[src/rtl/dma_master.sv]
// dma_master
// Bus master that copies a block of 32-bit words from a source address range
// to a destination address range, one read/write pair per word.
//
// Ports:
//   clk       system clock, rising edge
//   reset_n   asynchronous active-low reset
//   start     one-cycle launch pulse, honoured only when idle
//   src_addr  first source word address (sampled on accepted start)
//   dst_addr  first destination word address (sampled on accepted start)
//   length    number of words to move (sampled on accepted start)
//   busy      high from accepted start until the cycle after done
//   done      one-cycle completion pulse
//   m_req     bus request, held for the whole transfer
//   m_grant   bus grant from the arbiter
//   m_wr      1 = write cycle, 0 = read cycle
//   m_addr    bus address
//   m_dout    write data to the bus
//   m_din     read data from the bus
//
// Every output is a register; the next-state block computes the value each
// output must show during the state being entered.
module dma_master #(
  parameter int ADDR_W = 16,
  parameter int DATA_W = 32,
  parameter int LEN_W  = 8
) (
  input  logic              clk,
  input  logic              reset_n,
  input  logic              start,
  input  logic [ADDR_W-1:0] src_addr,
  input  logic [ADDR_W-1:0] dst_addr,
  input  logic [LEN_W-1:0]  length,
  output logic              busy,
  output logic              done,
  output logic              m_req,
  input  logic              m_grant,
  output logic              m_wr,
  output logic [ADDR_W-1:0] m_addr,
  output logic [DATA_W-1:0] m_dout,
  input  logic [DATA_W-1:0] m_din
);

  typedef enum logic [2:0] {
    S_IDLE,
    S_REQ,
    S_RD,
    S_CAP,
    S_WR,
    S_DONE
  } state_t;

  state_t            state_reg,  state_next;
  logic [ADDR_W-1:0] src_reg,    src_next;
  logic [ADDR_W-1:0] dst_reg,    dst_next;
  logic [LEN_W-1:0]  count_reg,  count_next;
  logic [DATA_W-1:0] data_reg,   data_next;
  logic              busy_reg,   busy_next;
  logic              done_reg,   done_next;
  logic              req_reg,    req_next;
  logic              wr_reg,     wr_next;
  logic [ADDR_W-1:0] addr_reg,   addr_next;
  logic [DATA_W-1:0] dout_reg,   dout_next;

  always_ff @(posedge clk or negedge reset_n) begin
    if (!reset_n) begin
      state_reg <= S_IDLE;
      src_reg   <= '0;
      dst_reg   <= '0;
      count_reg <= '0;
      data_reg  <= '0;
      busy_reg  <= 1'b0;
      done_reg  <= 1'b0;
      req_reg   <= 1'b0;
      wr_reg    <= 1'b0;
      addr_reg  <= '0;
      dout_reg  <= '0;
    end else begin
      state_reg <= state_next;
      src_reg   <= src_next;
      dst_reg   <= dst_next;
      count_reg <= count_next;
      data_reg  <= data_next;
      busy_reg  <= busy_next;
      done_reg  <= done_next;
      req_reg   <= req_next;
      wr_reg    <= wr_next;
      addr_reg  <= addr_next;
      dout_reg  <= dout_next;
    end
  end

  always_comb begin
    state_next = state_reg;
    src_next   = src_reg;
    dst_next   = dst_reg;
    count_next = count_reg;
    data_next  = data_reg;
    busy_next  = busy_reg;
    done_next  = 1'b0;
    req_next   = req_reg;
    wr_next    = wr_reg;
    addr_next  = addr_reg;
    dout_next  = dout_reg;

    case (state_reg)
      S_IDLE: begin
        if (start) begin
          busy_next = 1'b1;
          if (length != '0) begin
            src_next   = src_addr;
            dst_next   = dst_addr;
            count_next = length;
            req_next   = 1'b1;
            state_next = S_REQ;
          end else begin
            // Empty block: report completion without touching the bus.
            done_next  = 1'b1;
            state_next = S_DONE;
          end
        end
      end

      S_REQ: begin
        wr_next = 1'b0;
        if (m_grant) begin
          // Retry (or first attempt) always restarts at the read of the
          // current word, so nothing is skipped or repeated.
          addr_next  = src_reg;
          state_next = S_RD;
        end
      end

      S_RD: begin
        if (!m_grant) begin
          state_next = S_REQ;
        end else begin
          state_next = S_CAP;
        end
      end

      S_CAP: begin
        if (!m_grant) begin
          state_next = S_REQ;
        end else begin
          // Slave read data arrives one cycle after the read address.
          data_next  = m_din;
          dout_next  = m_din;
          addr_next  = dst_reg;
          wr_next    = 1'b1;
          state_next = S_WR;
        end
      end

      S_WR: begin
        wr_next = 1'b0;
        if (!m_grant) begin
          // Write did not reach the slave; keep pointers and retry the word.
          state_next = S_REQ;
        end else begin
          src_next   = src_reg + ADDR_W'(1);
          dst_next   = dst_reg + ADDR_W'(1);
          count_next = count_reg - LEN_W'(1);
          if (count_reg == LEN_W'(1)) begin
            req_next   = 1'b0;
            done_next  = 1'b1;
            state_next = S_DONE;
          end else begin
            addr_next  = src_reg + ADDR_W'(1);
            state_next = S_RD;
          end
        end
      end

      S_DONE: begin
        req_next   = 1'b0;
        wr_next    = 1'b0;
        busy_next  = 1'b0;
        state_next = S_IDLE;
      end

      default: begin
        state_next = S_IDLE;
      end
    endcase
  end

  assign busy   = busy_reg;
  assign done   = done_reg;
  assign m_req  = req_reg;
  assign m_wr   = wr_reg;
  assign m_addr = addr_reg;
  assign m_dout = dout_reg;

endmodule

[config.mk]
export PLATFORM = sky130hd
export DESIGN_NAME = dma_master
export DESIGN_NICKNAME = d
export VERILOG_FILES = /design/src/rtl/dma_master.sv
export SDC_FILE = /design/constraint.sdc
export NUM_CORES = 1
export LEC_CHECK = 0
export BUFFER_PORTS_ARGS = -buffer_cell sky130_fd_sc_hd__buf_2
export CORE_ASPECT_RATIO = 0.5
export CORE_MARGIN = 2
export CORE_UTILIZATION = 46
export DETAILED_ROUTE_END_ITERATION = 8
export PLACE_DENSITY = 0.81
export SLEW_MARGIN = 10
export SYNTH_ARGS = -nofsm -noshare
export SYNTH_HDL_FRONTEND = slang
export SYNTH_SLANG_ARGS = --single-unit
[constraint.sdc]
create_clock -name clk -period 1.9 [get_ports clk]
set_input_delay 0.19 -clock clk [delete_from_list [all_inputs] [get_ports clk]]
set_output_delay 0.19 -clock clk [all_outputs]
set_load 0.01 [all_outputs]
After elaboration in Yosys (flattened, before gate mapping)
Cells that the tools add are included.

Output and inout port bits: 52. Logic and storage cells: 80. Register bits: 95.

Reductions and logical operators: 15. Add/sub/neg operators: 3. Equality and inequality tests: 13. Mux-type cells: 39.

Operators by type and width (count): $mux W16 (10); $pmux W16 S2 (2); $pmux W16 S3 (1); $add A16 B1 Y16 const B (2); $mux W8 (3); $mux W3 (6); $pmux W8 S2 (1); $pmux W3 S5 (1); $ne A2 B2 Y1 const B (7); $mux W1 (10); $reduce_and A5 Y1 (2); $eq A8 B1 Y1 const B (1); $reduce_and A2 Y1 (4); $reduce_bool A8 Y1 (1); $sub A8 B1 Y8 const B (1); $eq A3 B2 Y1 const B (2); $eq A3 B3 Y1 const B (2); $pmux W1 S2 (3); $reduce_bool A2 Y1 (3); $reduce_bool A3 Y1 (2); $reduce_and A4 Y1 (1); $eq A3 B1 Y1 const B (1); $logic_not A3 Y1 (1); $pmux W1 S3 (1); other kinds (2) (2).

Longest topological paths before layout
Depth after elaboration: 4. Depth in mapped cells: 8. Mapped depth without buffers: 6.

Worst setup path before layout
No wires, ideal clock.

Path type: reg2reg. From: register src_reg[0]. To: register addr_reg[4] (netlist: m_addr[4]). Data arrival time: 1.599 ns. Stages on the path, launching flop included: 6. Buffers on the path: 0. Required time: 1.775 ns. Slack: 0.176 ns. Clock period less this slack: 1.724 ns. Cell sequence: dfrtp_1 > ha_1 > and3_1 > a31o_2 > o221a_2 > mux2_2.

Longest elaborated chain between the ends: 4.

Ends and longest elaborated chain: start: declaration (RTL line 54) `logic [ADDR_W-1:0] src_reg, src_next;`; start signal: assignment (RTL line 80) `src_reg <= src_next;`; $add A16 B1 Y16 (RTL line 169) `addr_next = src_reg + ADDR_W'(1);`; $mux W16 (RTL line 164) `if (count_reg == LEN_W'(1)) begin`; $mux W16 (RTL line 157) `if (!m_grant) begin`; $pmux W16 S3 (RTL line 106) `case (state_reg)`; end signal: assignment (RTL line 88) `addr_reg <= addr_next;`; end: declaration (RTL line 62) `logic [ADDR_W-1:0] addr_reg, addr_next;`.

Every way passes these cells. The select of a mux whose other input is x is not followed. A chain may end at the register's enable or synchronous reset.

Worst setup path after layout
From: register state_reg[2]. To: register dst_reg[13].

Longest elaborated chain between the ends: 3. Elaborated cells between the ends (all ways): 8. Classes of those cells: 4 x eq/ne; 1 x mux; 3 x reduce/logical.

Ends and longest elaborated chain: start: declaration (RTL line 53) `state_t state_reg, state_next;`; start signal: assignment (RTL line 79) `state_reg <= state_next;`; $eq A3 B3 Y1 / $logic_not A3 Y1 (equally long branches) (RTL line 106); $ne A2 B2 Y1 (no line) / $reduce_bool A2 Y1 (equally long branches); $reduce_and A4 Y1 (no line); end signal: assignment (RTL line 81) `dst_reg <= dst_next;`; end: declaration (RTL line 55) `logic [ADDR_W-1:0] dst_reg, dst_next;`.

Parallel ways exist; a longest one is shown, timed or not.

==> flow_summary_export.csv <==
group,metric,value,unit
synthesis,ys_types,74,
critical_path,cp_max_fo,11,
floorplanning,num_io_pins,128,
clock_network,cts_made_buffers,9,
grt,grt_max_degree,51,
placement,dp_cells,881,
sta,hold_viol,0,
finish,nets,809,
finish,final_util,59.68,%
clock_network,cts_sinks,95,
synthesis,synthTopCellsByArea,"dfrtp_1, mux2_2, o21ai_0",
sta,slew-limit-headroom,66.96,%
pwr,seqPwrFrac,35.2,%
critical_path,crit_type,"flop to flop",
placement,gp_congestion,0.9390,
pwr,irDropWorstVdd,0.5509,mV
pwr,p_leak,3.054,nW
floorplanning,die_area,0.01293,mm2
finish,layoutNonFillerInstCount,899,
synthesis,yosysTopAreaCell,"dfrtp_1",
clock_network,h-tree-depth,3,
clock_network,clkTransAtPathRegs,0.07,ns
sta,fin_ws,0.03412,ns
sta,clock.fmax,535.9,MHz
grt,grt_pass1_vias,5038,
status,outcome,"finished, final reports clean",
floorplanning,core,0.01174,mm2
worst_hold_path,hp-class,"primary input to flop",
route,vias_per_cell,6.033,
synthesis,yosysWarnings,0,
floorplanning,start_util,46.96,%
clock_network,cts_root_buf,"clkbuf_16",
synthesis,syn_avg_cell_area,9.585,um2
grt,grt_use_met2,41.57,%
synthesis,ys.flop_type,"dfrtp_1",
grt,grt_busiest_layer,"met2",
sta,setup_viol,0,
grt,antenna_found_initial,0,
synthesis,ys_ff_latch,95,
route,routed_wirelength,16620,um
sta,slew_violations,0,
pwr,report.power.total,10.92,mW
finish,final_common_cell,"buf_2",
route,drtAntennaViolNets,0,
sta,final.period_utilization,98.20,%
synthesis,ys_seq_area_share,43.13,%
synthesis,synth-edff-count,0,
synthesis,ys_async_sr_fraction,100.0,%
finish,area_growth,27.08,%
grt,overflow,0,
placement,port_buffers,127,
critical_path,end_kind,"flop",
route,wl_per_cell,18.49,um
route,vias,5424,
pwr,p_int,6.415,mW
route,dr.pass1.iters,6,
critical_path,cp_data_arrival_time,2.11,ns
pwr,switching_share,41.27,%
finish,layout-drive-gt1-share,37.74,%
critical_path,cp.required,2.15,ns
grt,grt_usage,25.71,%
sta,fin_crit,1.866,ns
placement,dp_slack,0.02713,ns
placement,dp_hpwl,12290,um
finish,largest_reg_flops,32,
grt,grt_pass1_wl,26010,um
synthesis,syn_area,0.005512,mm2
clock_network,cts_buffer_depth,2,
run,cap_violations,0,
critical_path,cp-start-kind,"flop",
finish,n_antenna_cell,0,
finish,final_cell_mix,"buf_2, dfrtp_1, buf_4, mux2_2, nand2_1",
grt,use_met1,35.14,%
floorplanning,die_h,81.40,um
route,drc,0,
synthesis,netlist_instances,575,
sta,hold_slack,0.06967,ns
sta,worst_slew_pin_slew,0.4938,ns
clock_network,cts_tree,"done",
synthesis,yosysTopAreaCellShare,43.13,%
pwr,clkPwrFrac,15.7,%
grt,use_met3,4.801,%
route,drt_first_iter_violations,670,
floorplanning,fp-row-count,28,
synthesis,syn_nets,655,
sta,fin_worst_skew,0.009604,ns
pwr,p_comb_share,49.0,%
pwr,power_density,1559,mW/mm2
floorplanning,die_w,158.8,um
pwr,p_sw,4.508,mW
clock_network,insertion_delay,0.35,ns
[power by group through the flow]
stage          combinational (mW)  sequential, mW  clock, mW
2_1_floorplan                3.05            3.87          0
6_report                     5.35            3.85       1.72
4_1_cts                      5.26            3.81       1.74
3_3_place_gp                 5.09            3.77          0
5_1_grt                      5.79            3.97       1.82
3_5_place_dp                 5.23            3.85          0
[kinds of logic after synthesis]
logic type / after synthesis / synth area share, %
mux: 44 / 8.854
xor+xnor: 1 / 0.1589
compound gates: 188 / 23.79
fa+ha+maj: 4 / 0.9081
simple gates: 171 / 17.03
flops: 95 / 43.13
buf+inv: 72 / 6.129
[critical path, stage by stage, from the launching register on]
cell and delay (ns):
dfrtp_1 0.42, or4b_4 0.59, a21oi_4 0.25, buf_6 0.20, nor3_1 0.06, a311oi_1 0.23
[through the flow]
stage                     setup TNS [ns]  area [um2]
after floorplan                        0        5512
after global placement                 0        6694
after detailed placement               0        6694
after CTS                              0        6983
after global routing           -0.002803        7004
final                                  0        7004
[cell type report]
type	instances	area, um2
clock inverter	7	53.80
inverter	17	63.81
timing repair buffer	198	1265
tap	165	206.4
clock buffer	9	225.2
fill	987	4732
sequential	95	2379
multi-input combinational	408	2811
[worst paths after layout]
path,from,endpoint,slack (ns),cells past startpoint
max,state_reg[2],dst_reg[13],0.03,5
min,m_din[30],m_dout[30],0.07,2
max reg2reg,state_reg[2],dst_reg[13],0.03,5
min reg2reg,m_dout[8],m_dout[8],0.50,1
max in group asynchronous,reset_n,m_dout[25],1.00,3
min in group asynchronous,reset_n,count_reg[5],0.27,2
[metal layers]
metal	wire, um	share of wire (%)
met1	7224	43
met2	7539	45
met3	1536	9.2
met4	321	1.9
met5	0	0
[cell usage after synthesis (all sizes together) (6+ instances only)]
cell type,n
a21oi,33
a22oi,14
a31oi,20
a41oi,6
buf,34
clkbuf,21
dfrtp,95
inv,17
mux2,38
mux2i,6
nand2,38
nand3,15
nand4,10
nor2,31
nor3,31
nor4,11
o21ai,35
o22ai,18
o2bb2ai,10
[what timing repair did]
action                     CTS  global route
resized for setup            0             5
buffers inserted             0             1
hold buffers                 1             0
hold endpoints to repair    20             0
setup endpoints to repair    0            22
Power figures use the tool's default switching activity.
